`src/rtl/seg7_pattern_decoder.sv`:
```
// Seven-segment bus receiver: debounces the active-low segment pattern, decodes
// it back to hex, and flags illegal/blank patterns with saturating event counts.
module seg7_pattern_decoder #(
  parameter int STABLE_CYCLES = 4,
  parameter int CNT_WIDTH     = 8
) (
  input  logic                 clock,
  input  logic                 reset,
  input  logic [6:0]           seg,
  input  logic                 clear_counts,
  output logic [3:0]           hex,
  output logic                 hex_valid,
  output logic                 illegal,
  output logic                 blank,
  output logic [CNT_WIDTH-1:0] match_count,
  output logic [CNT_WIDTH-1:0] error_count
);

  localparam int             SW        = $clog2(STABLE_CYCLES + 1);
  localparam logic [SW-1:0]  STAB_MAX  = SW'(STABLE_CYCLES);
  localparam logic [6:0]     BLANK_PAT = 7'h7F;

  typedef enum logic [1:0] {IDLE, SETTLE, HELD} state_t;

  state_t               state_q, state_d;
  logic [6:0]           seg_q, seg_d;
  logic [SW-1:0]        stab_cnt_q, stab_cnt_d;
  logic [6:0]           acc_pat_q, acc_pat_d;
  logic                 acc_ok_q, acc_ok_d;
  logic [3:0]           hex_q, hex_d;
  logic                 hex_valid_q, hex_valid_d;
  logic                 illegal_q, illegal_d;
  logic                 blank_q, blank_d;
  logic [CNT_WIDTH-1:0] match_count_q, match_count_d;
  logic [CNT_WIDTH-1:0] error_count_q, error_count_d;

  logic       seg_change, accept, event_new, dec_ok, match_inc, error_inc;
  logic [3:0] dec_val;

  always_comb begin
    dec_ok  = 1'b1;
    dec_val = '0;
    case (seg_q)
      7'h01: dec_val = 4'h0;
      7'h4F: dec_val = 4'h1;
      7'h12: dec_val = 4'h2;
      7'h06: dec_val = 4'h3;
      7'h4C: dec_val = 4'h4;
      7'h24: dec_val = 4'h5;
      7'h20: dec_val = 4'h6;
      7'h0F: dec_val = 4'h7;
      7'h00: dec_val = 4'h8;
      7'h04: dec_val = 4'h9;
      7'h08: dec_val = 4'hA;
      7'h60: dec_val = 4'hB;
      7'h31: dec_val = 4'hC;
      7'h42: dec_val = 4'hD;
      7'h30: dec_val = 4'hE;
      7'h38: dec_val = 4'hF;
      default: dec_ok = 1'b0;
    endcase
  end

  always_comb begin
    seg_d      = seg;
    seg_change = (seg != seg_q);
    if (seg_change)
      stab_cnt_d = SW'(1);
    else if (stab_cnt_q == STAB_MAX)
      stab_cnt_d = stab_cnt_q;
    else
      stab_cnt_d = stab_cnt_q + SW'(1);

    state_d = state_q;
    accept  = 1'b0;
    case (state_q)
      IDLE:   state_d = SETTLE;
      SETTLE: begin
        if (stab_cnt_q == STAB_MAX) begin
          accept = 1'b1;
          // A change landing on the accept edge must not be lost by parking in HELD
          state_d = seg_change ? SETTLE : HELD;
        end
      end
      HELD:    if (seg_change) state_d = SETTLE;
      default: state_d = IDLE;
    endcase

    event_new = accept && !(acc_ok_q && (seg_q == acc_pat_q));

    acc_pat_d   = acc_pat_q;
    acc_ok_d    = acc_ok_q;
    hex_d       = hex_q;
    hex_valid_d = 1'b0;
    illegal_d   = 1'b0;
    blank_d     = blank_q;
    match_inc   = 1'b0;
    error_inc   = 1'b0;
    if (event_new) begin
      acc_pat_d = seg_q;
      acc_ok_d  = 1'b1;
      if (dec_ok) begin
        hex_d       = dec_val;
        hex_valid_d = 1'b1;
        blank_d     = 1'b0;
        match_inc   = 1'b1;
      end else if (seg_q == BLANK_PAT) begin
        blank_d = 1'b1;
      end else begin
        illegal_d = 1'b1;
        blank_d   = 1'b0;
        error_inc = 1'b1;
      end
    end

    if (clear_counts)
      match_count_d = '0;
    else if (match_inc && (match_count_q != '1))
      match_count_d = match_count_q + CNT_WIDTH'(1);
    else
      match_count_d = match_count_q;

    if (clear_counts)
      error_count_d = '0;
    else if (error_inc && (error_count_q != '1))
      error_count_d = error_count_q + CNT_WIDTH'(1);
    else
      error_count_d = error_count_q;
  end

  always_ff @(posedge clock) begin
    if (reset) begin
      state_q       <= IDLE;
      seg_q         <= BLANK_PAT;
      stab_cnt_q    <= '0;
      acc_pat_q     <= '0;
      acc_ok_q      <= 1'b0;
      hex_q         <= '0;
      hex_valid_q   <= 1'b0;
      illegal_q     <= 1'b0;
      blank_q       <= 1'b0;
      match_count_q <= '0;
      error_count_q <= '0;
    end else begin
      state_q       <= state_d;
      seg_q         <= seg_d;
      stab_cnt_q    <= stab_cnt_d;
      acc_pat_q     <= acc_pat_d;
      acc_ok_q      <= acc_ok_d;
      hex_q         <= hex_d;
      hex_valid_q   <= hex_valid_d;
      illegal_q     <= illegal_d;
      blank_q       <= blank_d;
      match_count_q <= match_count_d;
      error_count_q <= error_count_d;
    end
  end

  assign hex         = hex_q;
  assign hex_valid   = hex_valid_q;
  assign illegal     = illegal_q;
  assign blank       = blank_q;
  assign match_count = match_count_q;
  assign error_count = error_count_q;

endmodule

```
`config.mk`:
```
export PLATFORM = sky130hd
export DESIGN_NAME = seg7_pattern_decoder
export DESIGN_NICKNAME = d
export VERILOG_FILES = /design/src/rtl/seg7_pattern_decoder.sv
export SDC_FILE = /design/constraint.sdc
export NUM_CORES = 1
export LEC_CHECK = 0
export CAP_MARGIN = 15
export CORE_MARGIN = 3
export CORE_UTILIZATION = 58
export CTS_CLUSTER_DIAMETER = 60
export DETAILED_ROUTE_END_ITERATION = 12
export GPL_TIMING_DRIVEN = 0
export MAX_ROUTING_LAYER = met4
export PLACE_DENSITY = 0.92
export RECOVER_POWER = 25
export SYNTH_ARGS = -nofsm -noshare
export SYNTH_HDL_FRONTEND = slang
export SYNTH_SLANG_ARGS = --single-unit
export TNS_END_PERCENT = 20
```
`constraint.sdc`:
```
create_clock -name clock -period 6.9 [get_ports clock]
set_input_delay 0.69 -clock clock [delete_from_list [all_inputs] [get_ports clock]]
set_output_delay 0.69 -clock clock [all_outputs]
set_load 0.01 [all_outputs]
```
==> key figures, run 1 <==
Worst setup path
  – Worst EP required: 7.13 ns
  – Register-to-Register Path Depth: 9
  – CP startpoint kind: flip-flop
  – R2r endpoint: error_count[7]$_SDFFE_PP0P_
  – WS Path Type: reg -> reg
  – CP cell instances: inv_1, ha_1, nand3_1, nor2_2, o21ai_1, or2_2, clkbuf_1, nor4_1, mux2i_1
  – Critical path peak fanout: 9
  – Slowest cell on crit path: nor4_1
  – Arr. time, crit path: 2.76 ns
  – Crit path buf inv count: 2
  – R2R Path Start: stab_cnt_q[0]$_SDFFE_PP0P_
  – Delay-heaviest family, CP: simple AND/OR/NAND/NOR gates
  – Type of destination of the critical path: flip-flop
  – R2r setup slk: 4.37 ns
  – Max incr delay on CP: 0.43 ns

STA
  – Hold slack: 0.462 ns
  – Fmax: 395 MHz
  – Fin Setup TNS: 0 ns
  – RSZ-0062 raised after global routing: no
  – Setup Skew: 0.0101 ns
  – Final Hold Vio Count: 0
  – Final worst slack: 4.37 ns
  – Fin crit period: 2.53 ns
  – Final Slew Violations: 0
  – Relative slew slack: 57.6%
  – Final Setup Violations: 0
  – Worst Max-Slew Pin Slew: 0.633 ns
  – Crit share post-route: 36.7%

Routing
  – Vias: 2229
  – 1st-iter DRT viols: 227
  – DR vias/cell: 6.02
  – Remaining antenna violation count: 0
  – # DRC: 0
  – Drt pass-1 iters: 4
  – Final wirelength: 5.66 mm
  – WL per Instance: 15.3 microns

Synth
  – Main area contributors after synthesis: dfxtp_1 (37%), xnor2_1 (4.5%), mux2i_1 (3.8%), nand2_1 (3.8%), nor2_1 (3.7%)
  – Distinct cells, synth: 53
  – Area share of the largest cell type after synthesis: 36.7%
  – Sequential share of the synthesized area: 36.7%
  – Yosys reg bits: 43
  – Proportion of synthesized area in mux cells: 3.84%
  – Post-Synth Simple-Gate Area: 29.9%
  – Synthesized net count: 296
  – Xor and xnor area share after synthesis: 5.98%
  – Synthesized area: 0.00234 sq mm
  – Number of synthesized flops with an enable pin: 0
  – Dominant cell type by area after synthesis: dfxtp_1
  – Synth Area in Adders: 2.14%
  – Primary FF master, synth: dfxtp_1
  – Largest family of logic cells by synthesized area: simple AND/OR/NAND/NOR gates
  – Synthesized area per cell: 8.31 sq um
  – Post-synthesis async set-or-reset flop share: 0%
  – YS warnings: 0
  – Compound-gate portion of the synthesized area: 15.4%
  – Syn Inst Count: 282

Floorplanning
  – Die W: 69.6 microns
  – Row count: 22
  – Full die area: 0.00484 sq mm
  – Die H: 69.6 microns
  – Initial core utilization: 62.1%
  – Core Area: 0.00377 sq mm
  – IO Pins: 33

Global routing
  – All-Layer GR Usage: 24.4%
  – First-pass GRT wire length: 9.52 mm
  – Gr ovfl total: 0
  – Antenna violations before repair: 0
  – Vias in the first global route: 2072
  – Largest net degree at the start of global routing: 14

Clocking
  – Clock root buffer: clkbuf_8
  – CTS max path bufs: 2
  – TritonCTS Sinks: 43
  – Post-CTS Setup Bufs: 0
  – CTS tree: done
  – Cts hold-fix bufs: 0
  – Skew-Pair Late Insertion Delay: 0.30 ns
  – Total CTS buffers: 5
  – Post-CTS sizing: 0
  – Clock transition at path regs: 0.08 ns
  – H-Tree Depth: 2

Power
  – P per Cell Area: 186 mW/mm^2
  – Sw frac: 21.8%
  – Clock network fraction of design power: 43.9%
  – Pint: 0.000415 W
  – Peak supply drop: 158 uV
  – P_leak: 1.08 nW
  – NetSw: 0.000116 W
  – Logic pwr share: 8.6%
  – Sequential power share: 47.5%

Hold path
  – Hold_sp: blank$_SDFFE_PP0P_
  – Hold Path Class: reg -> reg
  – Hold path cells: 2
  – Hold Path Sink: blank$_SDFFE_PP0P_

Placement
  – Pre-CTS setup slack: 4.41 ns
  – Post-DP HPWL: 3.82 mm
  – Port bufs: 32
  – GP Congestion: 0.896

Run
  – Max cap viols: 0

Final layout
  – Fin nets: 335
  – Area growth syn-to-layout: 21.9%
  – Final core occ: 75.7%
  – # diodes: 0
  – Share of layout cells above drive strength 1: 11.5%

Status
  – Status: complete, no violations
[final cells by class]
cell class | count | area (sq um)
multi-input combinational | 213 | 1340
sequential | 43 | 861
clock inverter | 2 | 60.1
tap | 48 | 60.1
timing repair buffer | 32 | 320
clock buffer | 6 | 72.6
buffer | 20 | 118
inverter | 6 | 22.5
fill | 270 | 915
[per-stage QoR]
step	instance area (sq um)	cells	total power, W
5_1_grt	2860	370	0.000547
3_3_place_gp	2720	362	0.000301
6_report	2860	370	0.000532
4_1_cts	2860	370	0.000532
3_5_place_dp	2720	362	0.000303
2_1_floorplan	2340	282	0.000289
[tightest hold or removal path, stage by stage (launching register included)]
cell and delay, ns:
dfxtp_1 0.31, nand2_1 0.05, a21oi_1 0.05
[logic make-up (layout without fill, tap and decap cells)]
kind of cell,count (synthesis),count (layout)
multiplexers,9,9
adder cells (fa/ha/maj),4,4
AO/OA/AOI/OAI,54,54
flip-flops,43,43
XOR/XNOR,16,16
AND/OR/NAND/NOR,130,130
buffers and inverters,26,66
[layout by cell type (no fill, tap or decap), drive strengths merged, types with 2 or more instances in the layout]
cell type | synthesis | layout
nand3b | 6 | 6
a211oi | 2 | 2
nand2 | 24 | 24
nand2b | 4 | 4
a21oi | 17 | 17
ha | 4 | 4
clkbuf | 5 | 11
xor2 | 4 | 4
mux2i | 9 | 9
nor3 | 12 | 12
nand3 | 13 | 13
o31ai | 5 | 5
nand4 | 8 | 8
nor2 | 24 | 24
and3 | 5 | 5
dfxtp | 43 | 43
buf | 15 | 15
clkdlybuf4s50 | 0 | 19
or4 | 2 | 2
or2 | 11 | 11
and4 | 2 | 2
a21o | 2 | 2
o22a | 2 | 2
dlygate4sd3 | 0 | 13
nor4b | 2 | 2
o21ai | 11 | 11
xnor2 | 12 | 12
inv | 6 | 6
nor4 | 5 | 5
bufinv | 0 | 2
o311ai | 3 | 3
or3 | 7 | 7
[per-layer routing]
layer | global-route usage, % | vias to the layer above | wire length, microns | part of all wire [%]
met4 | 7.81 | 0 | 152 | 2.7
li1 | - | 1093 | - | -
met2 | 36.5 | 86 | 2590 | 46
met5 | - | - | 0 | 0
met3 | 5.65 | 19 | 391 | 6.9
met1 | 32.5 | 1031 | 2530 | 45
[power groups by stage]
| stage | logic (W) | registers, W | clock network (W) |
|---|---|---|---|
| final | 0.0000460 | 0.000252 | 0.000233 |
| after global routing | 0.0000494 | 0.000253 | 0.000245 |
| after CTS | 0.0000451 | 0.000252 | 0.000235 |
| after detailed placement | 0.0000444 | 0.000258 | 0 |
| after global placement | 0.0000435 | 0.000258 | 0 |
| after floorplan | 0.0000309 | 0.000258 | 0 |
[worst max-delay path by stage]
stage	startpoint	to	slack, ns	cells past startpoint
floorplan	stab_cnt_q[0]$_SDFFE_PP0P_	error_count[3]$_SDFFE_PP0P_	4.73	9
finish	stab_cnt_q[0]$_SDFFE_PP0P_	error_count[7]$_SDFFE_PP0P_	4.37	9
global route	stab_cnt_q[0]$_SDFFE_PP0P_	error_count[7]$_SDFFE_PP0P_	4.14	9
CTS	stab_cnt_q[0]$_SDFFE_PP0P_	error_count[3]$_SDFFE_PP0P_	4.37	9
global placement	seg[5]	stab_cnt_q[2]$_SDFFE_PP0P_	4.44	6
detailed placement	seg[5]	stab_cnt_q[2]$_SDFFE_PP0P_	4.41	6
[synth_stat cells (2+ instances only)]
master    number
o21ai_0        8
ha_1           4
inv_1          6
clkbuf_1       5
nand2b_1       4
a211oi_1       2
and3_1         5
nor4_1         5
or3_1          7
xor2_1         4
nand3b_1       6
nand3_1       13
a21oi_1       17
nor3_1        12
nand2_1       24
buf_6          2
xnor2_1       12
o311ai_1       3
mux2i_1        9
nor2_1        23
o31ai_1        5
nor4b_1        2
or4_1          2
buf_4          5
or2_2         10
nand4_1        8
dfxtp_1       43
a21o_1         2
and4_1         2
buf_2          7
o21ai_1        3
[registers in the layout (all words and copies together) (netlist names)]
signal and cells:
illegal 1, hex 4, hex_valid 1, blank 1, acc_pat_q 7, state_q 2
match_count 8, error_count 8, acc_ok_q 1, seg_q 7, stab_cnt_q 3
Power figures use the tool's default switching activity.
==> inputs of run 2 (changes only) <==
--- a/config.mk
+++ b/config.mk
@@ -7,12 +7,12 @@
 export LEC_CHECK = 0
 export CAP_MARGIN = 15
 export CORE_MARGIN = 3
-export CORE_UTILIZATION = 58
+export CORE_UTILIZATION = 54
 export CTS_CLUSTER_DIAMETER = 60
 export DETAILED_ROUTE_END_ITERATION = 12
 export GPL_TIMING_DRIVEN = 0
 export MAX_ROUTING_LAYER = met4
-export PLACE_DENSITY = 0.92
+export PLACE_DENSITY = 0.87
 export RECOVER_POWER = 25
 export SYNTH_ARGS = -nofsm -noshare
 export SYNTH_HDL_FRONTEND = slang
==> constraint.sdc (replaced) <==
create_clock -name clock -period 2.5 [get_ports clock]
set_input_delay 0.25 -clock clock [delete_from_list [all_inputs] [get_ports clock]]
set_output_delay 0.25 -clock clock [all_outputs]
set_load 0.01 [all_outputs]
==> run 2 against run 1 <==
Compared with the run above: register-to-register slack lost 4.2 ns; clock power is 130% higher; largest cell class unchanged; global-route usage is 2.0 points lower; largest power group unchanged; clock skew down 0.0019 ns; clock-buffer cell count unchanged.
==> key figures, run 2 (synthesis results as in run 1) <==
Final layout
  – Finished Layout Cells: 370 (unchanged)
  – Fin nets: 334 (-0.30%)
  – Area growth syn-to-layout: 21.5%
  – Most common cell after layout, fill and taps aside: dfxtp_1
  – Share of layout cells above drive strength 1: 12.2% (+0.70 points)
  – Final core occ: 69.7% (-6.1 points)
  – Final instance area: 0.00285 sq mm (-0.31%)
  – Commonest non-fill, non-tap cells in the layout: dfxtp_1 (43), nand2_1 (24), nor2_1 (23)
  – # diodes: 0 (unchanged)

Worst setup path
  – Delay-heaviest family, CP: simple AND/OR/NAND/NOR gates
  – Critical path peak fanout: 9 (unchanged)
  – Slowest cell on crit path: or4_1
  – CP startpoint kind: flip-flop
  – Arr. time, crit path: 2.52 ns (-0.24 ns)
  – Type of destination of the critical path: flip-flop
  – Max incr delay on CP: 0.49 ns (+0.06 ns)
  – Crit path buf inv count: 1 (-1)
  – Worst EP required: 2.73 ns (-4.40 ns)
  – WS Path Type: reg -> reg
  – CP cell instances: inv_1, ha_1, nand3_2, nor2_4, o21ai_1, or2_2, or4_1, a21oi_1

Clocking
  – Cts hold-fix bufs: 0 (unchanged)
  – Clock transition at path regs: 0.08 ns (about the same)
  – Post-CTS Setup Bufs: 0 (unchanged)
  – Clock root buffer: clkbuf_8
  – H-Tree Depth: 2 (unchanged)
  – CTS max path bufs: 2 (unchanged)
  – CTS tree: done
  – Post-CTS sizing: 1 (+1)
  – Skew-Pair Late Insertion Delay: 0.30 ns (about the same)
  – TritonCTS Sinks: 43 (unchanged)
  – Total CTS buffers: 5 (unchanged)

Floorplanning
  – Die H: 71.9 microns (+3.3%)
  – Core Area: 0.00409 sq mm (+8.4%)
  – Full die area: 0.00517 sq mm (+6.8%)
  – Initial core utilization: 57.3% (-4.8 points)
  – IO Pins: 33 (unchanged)
  – Die W: 71.9 microns (+3.3%)
  – Row count: 23 (+4.5%)

Placement
  – Port bufs: 32 (unchanged)
  – GP Congestion: 0.879 (-1.9%)
  – Dpl cell area: 0.00273 sq mm (about the same)
  – Placed Cells: 364 (+0.55%)
  – Post-DP HPWL: 3.85 mm (+0.62%)

STA
  – Final Setup Violations: 0 (unchanged)
  – Crit share post-route: 91.5% (+55 points)
  – RSZ-0062 raised after global routing: no
  – Fin Setup TNS: 0 ns (unchanged)
  – Setup Skew: 0.00820 ns (-0.00192 ns)
  – Final Slew Violations: 0 (unchanged)
  – Fin crit period: 2.29 ns (-0.243 ns)
  – Final Hold Vio Count: 0 (unchanged)
  – Hold slack: 0.473 ns (+0.0108 ns)
  – Worst Max-Slew Pin Slew: 0.631 ns (-0.00237 ns)
  – Relative slew slack: 57.8% (+0.16 points)
  – Fmax: 437 MHz (+11%)

Routing
  – DR vias/cell: 5.92 (-1.7%)
  – # DRC: 0 (unchanged)
  – Vias: 2191 (-1.7%)
  – Remaining antenna violation count: 0 (unchanged)
  – Final wirelength: 5.36 mm (-5.4%)
  – WL per Instance: 14.5 microns (-5.4%)
  – Drt pass-1 iters: 5 (+1)
  – 1st-iter DRT viols: 126 (-44%)

Power
  – P_leak: 1.07 nW (-1.3%)
  – Sw frac: 22.9% (+1.0 points)
  – NetSw: 0.000308 W (+170%)
  – Peak supply drop: 293 uV (+86%)
  – Sequential power share: 51.6% (+4.1 points)
  – P per Cell Area: 474 mW/mm^2 (+150%)
  – Clock network fraction of design power: 39.0% (-4.9 points)
  – Logic pwr share: 9.3% (+0.7 points)
  – Pint: 0.00104 W (+150%)

Status
  – Status: complete, no violations

Global routing
  – Antenna violations before repair: 0 (unchanged)
  – Vias in the first global route: 2025 (-2.3%)
  – All-Layer GR Usage: 22.3% (-2.0 points)
  – Largest net degree at the start of global routing: 13 (-1)
  – First-pass GRT wire length: 9.05 mm (-4.9%)
  – Gr ovfl total: 0 (unchanged)

Run
  – Max cap viols: 0 (unchanged)

Hold path
  – Hold Path Class: reg -> reg
[run 2: cell types whose count changed in the layout (fill, tap and decap cells not counted)]
| cell | delta |
|---|---|
| bufinv_16 | -1 |
| clkbuf_1 | -1 |
| nand3_1 | -1 |
| nand3_2 | +1 |
| nor2_2 | -1 |
| nor2_4 | +1 |
| nor4_1 | -2 |
| nor4_2 | +2 |
[run 2: final cells by class]
class                   instances  area [sq um]
plain buffers                  19           114
clock buffers                   6          72.6
clock inverters                 1          30.0
fillers                       355          1240
inverters                       6          22.5
multi-input cells             213          1370
flip-flops and latches         43           861
well taps                      50          62.6
repair buffers                 32           320
[run 2: path summary, 6_finish.rpt]
check                        startpoint                     endpoint  slack (ns)  cells past startpoint
max          stab_cnt_q[0]$_SDFFE_PP0P_  error_count[3]$_SDFFE_PP0P_        0.21                      8
min reg2reg          blank$_SDFFE_PP0P_           blank$_SDFFE_PP0P_        0.47                      2
min                  blank$_SDFFE_PP0P_           blank$_SDFFE_PP0P_        0.47                      2
max reg2reg  stab_cnt_q[0]$_SDFFE_PP0P_  error_count[3]$_SDFFE_PP0P_        0.21                      8
[run 2: power by group through the flow]
stage               clock network (W)  registers, W   logic, W
global route                 0.000561      0.000697   0.000139
global placement                    0      0.000712   0.000121
floorplan                           0      0.000711  0.0000854
finish                       0.000527      0.000696   0.000126
detailed placement                  0      0.000712   0.000124
CTS                          0.000536      0.000696   0.000124
[run 2: layer usage]
layer / routed length, microns / GRT usage (%) / up-vias / share of wire [%]
met3: 265 / 4.49 / 8 / 4.9
met1: 2340 / 27.6 / 1025 / 44
li1: - / - / 1094 / -
met5: 0 / - / - / 0
met2: 2670 / 36.6 / 64 / 50
met4: 74 / 6.89 / 0 / 1.4
[run 2: metrics by stage]
stage          worst slack (ns)  power (W)
2_1_floorplan             0.335   0.000796
3_3_place_gp             0.0389   0.000833
3_5_place_dp            -0.0127   0.000836
4_1_cts                  0.0140    0.00136
5_1_grt                  0.0521    0.00140
6_report                  0.213    0.00135
[run 2: tightest hold or removal path: stages, from the launching register on]
cell and delay [ns]:
dfxtp_1 0.32, nand2_1 0.05, a21oi_1 0.06
==> inputs of run 3 (changes only) <==
--- a/config.mk
+++ b/config.mk
@@ -5,9 +5,10 @@
 export SDC_FILE = /design/constraint.sdc
 export NUM_CORES = 1
 export LEC_CHECK = 0
+export ABC_AREA = 1
 export CAP_MARGIN = 15
 export CORE_MARGIN = 3
-export CORE_UTILIZATION = 54
+export CORE_UTILIZATION = 55
 export CTS_CLUSTER_DIAMETER = 60
 export DETAILED_ROUTE_END_ITERATION = 12
 export GPL_TIMING_DRIVEN = 0
==> run 3 against run 2 <==
Compared with the run above: largest cell class unchanged; clock power is 22% higher; combinational power hardly changed; sequential share of layout area is 2.6 points lower; clock-buffer cell count stayed put; die area is 8.0% higher.
==> key figures, run 3 <==
Status
  – Status: complete, no violations

Synth
  – Synthesized area: 0.00260 sq mm (+11%)
  – Most numerous cell in the Yosys netlist: nand2_1
  – Syn Inst Count: 371 (+32%)
  – Sequential share of the synthesized area: 33.2% (-3.6 points)
  – Main area contributors after synthesis: dfxtp_1 (33%), nand2_1 (11%), nor2_1 (7.5%), inv_1 (5.1%), nand3_1 (4.8%)
  – Synthesized area per cell: 7.00 sq um (-16%)
  – Dominant cell type by area after synthesis: dfxtp_1
  – Commonest cells post-synth: nand2_1 (78), nor2_1 (52), dfxtp_1 (43)
  – YS warnings: 0 (unchanged)
  – Yosys reg bits: 43 (unchanged)
  – Primary FF master, synth: dfxtp_1
  – Area share of the largest cell type after synthesis: 33.2% (-3.6 points)
  – Distinct cells, synth: 32 (-40%)
  – Synthesized net count: 385 (+30%)
  – Number of synthesized flops with an enable pin: 0 (unchanged)
  – Post-synthesis async set-or-reset flop share: 0% (unchanged)

STA
  – Final worst slack: 0.607 ns (+0.393 ns)
  – RSZ-0062 raised after global routing: no
  – Final Setup Violations: 0 (unchanged)
  – Fmax: 528 MHz (+21%)
  – Fin crit period: 1.89 ns (-0.393 ns)
  – Hold slack: 0.470 ns (-0.00268 ns)
  – Setup Skew: 0.00487 ns (-0.00333 ns)
  – Relative slew slack: 60.9% (+3.1 points)
  – Final Hold Vio Count: 0 (unchanged)
  – Crit share post-route: 75.7% (-16 points)
  – Fin Setup TNS: 0 ns (unchanged)
  – Final Slew Violations: 0 (unchanged)
  – Worst Max-Slew Pin Slew: 0.584 ns (-0.0463 ns)

Floorplanning
  – Die W: 74.7 microns (+3.9%)
  – Row count: 24 (+4.3%)
  – Initial core utilization: 58.4% (+1.1 points)
  – Die H: 74.7 microns (+3.9%)
  – Core Area: 0.00444 sq mm (+8.8%)
  – IO Pins: 33 (unchanged)
  – Full die area: 0.00558 sq mm (+8.0%)

Clocking
  – TritonCTS Sinks: 43 (unchanged)
  – Skew-Pair Late Insertion Delay: 0.30 ns (about the same)
  – CTS max path bufs: 2 (unchanged)
  – Clock root buffer: clkbuf_8
  – Post-CTS Setup Bufs: 0 (unchanged)
  – Clock transition at path regs: 0.08 ns (about the same)
  – Post-CTS sizing: 0 (-1)
  – Total CTS buffers: 5 (unchanged)
  – H-Tree Depth: 2 (unchanged)
  – CTS tree: done
  – Cts hold-fix bufs: 0 (unchanged)

Worst setup path
  – Arr. time, crit path: 2.13 ns (-0.39 ns)
  – Worst EP required: 2.74 ns (about the same)
  – Type of destination of the critical path: flip-flop
  – Critical path peak fanout: 10 (+1)
  – CP startpoint kind: flip-flop
  – WS Path Type: reg -> reg

Global routing
  – Largest net degree at the start of global routing: 14 (+1)
  – Gr ovfl total: 0 (unchanged)
  – Antenna violations before repair: 0 (unchanged)
  – Vias in the first global route: 2233 (+10%)
  – All-Layer GR Usage: 22.7% (+0.40 points)
  – First-pass GRT wire length: 9.63 mm (+6.5%)

Final layout
  – Finished Layout Cells: 463 (+25%)
  – Area growth syn-to-layout: 20.0%
  – # diodes: 0 (unchanged)
  – Share of layout cells above drive strength 1: 15.8% (+3.6 points)
  – Commonest non-fill, non-tap cells in the layout: nand2_1 (78), nor2_1 (52), dfxtp_1 (43)
  – Most common cell after layout, fill and taps aside: nand2_1
  – Final core occ: 70.1% (+0.39 points)
  – Fin nets: 424 (+27%)

Placement
  – Post-DP HPWL: 4.34 mm (+13%)
  – Port bufs: 32 (unchanged)
  – GP Congestion: 0.907 (+3.1%)
  – Placed Cells: 455 (+25%)
  – Pre-CTS setup slack: 0.588 ns (+0.601 ns)

Routing
  – # DRC: 0 (unchanged)
  – Remaining antenna violation count: 0 (unchanged)
  – Drt pass-1 iters: 4 (-1)
  – 1st-iter DRT viols: 151 (+20%)
  – Final wirelength: 5.86 mm (+9.5%)
  – WL per Instance: 12.7 microns (-12%)
  – Vias: 2410 (+10%)
  – DR vias/cell: 5.21 (-12%)

Power
  – P per Cell Area: 471 mW/mm^2 (-0.46%)
  – Peak supply drop: 328 uV (+12%)
  – P_leak: 1.37 nW (+28%)

Hold path
  – Hold Path Class: reg -> reg

Run
  – Max cap viols: 0 (unchanged)
run 3: cells by family (layout without fill, tap and decap cells):
logic type	Yosys count	after routing	share of synthesized area, %
AOI/OAI and AO/OA	36	36	7.13
xor gates and xnor gates	19	19	6.41
adders and majority gates	4	4	1.93
buffers and inverters	60	100	11.4
DFF	43	43	33.2
and+or+nand+nor	209	209	40.0
run 3: layout make-up:
type	instances	area, sq um
plain buffers	12	108
repair buffers	32	320
fillers	366	1330
multi-input cells	268	1440
clock buffers	6	72.6
flip-flops and latches	43	861
clock inverters	2	60.1
well taps	52	65.1
inverters	48	188
run 3: worst max-delay path, cell delays in order (launching register included):
cell and delay (ns):
dfxtp_1 0.33, inv_1 0.08, ha_1 0.17, nand2_1 0.15, nor3_2 0.18, inv_1 0.10
nor2_4 0.20, buf_2 0.25, nand4_1 0.14, nand2_1 0.09, nand2_1 0.05, nor2_1 0.09
run 3: worst paths after layout:
path,to,cells past startpoint,start,slack [ns]
setup / recovery,error_count[7]$_SDFFE_PP0P_,11,stab_cnt_q[0]$_SDFFE_PP0P_,0.61
hold reg to reg,hex[0]$_SDFFE_PP0P_,2,hex[0]$_SDFFE_PP0P_,0.47
hold / removal,hex[0]$_SDFFE_PP0P_,2,hex[0]$_SDFFE_PP0P_,0.47
setup reg to reg,error_count[7]$_SDFFE_PP0P_,11,stab_cnt_q[0]$_SDFFE_PP0P_,0.61
run 3: layer usage:
metal	up-vias	GRT usage, %	routed length, microns
met3	13	5.34	308
met2	67	36.8	2870
li1	1241	-	-
met1	1089	27.5	2560
met5	-	-	0
met4	0	8.50	119
run 3: where the power goes:
group          switching, W  total (W)  internal [W]
Combinational     0.0000782   0.000129     0.0000506
Clock              0.000244   0.000643      0.000399
Sequential       0.00000375   0.000696      0.000692
run 3: per-stage QoR:
step	power (W)	area, sq um
final	0.00147	3110
after global routing	0.00151	3110
after CTS	0.00147	3110
after detailed placement	0.000839	2980
after global placement	0.000837	2980
after floorplan	0.000802	2600
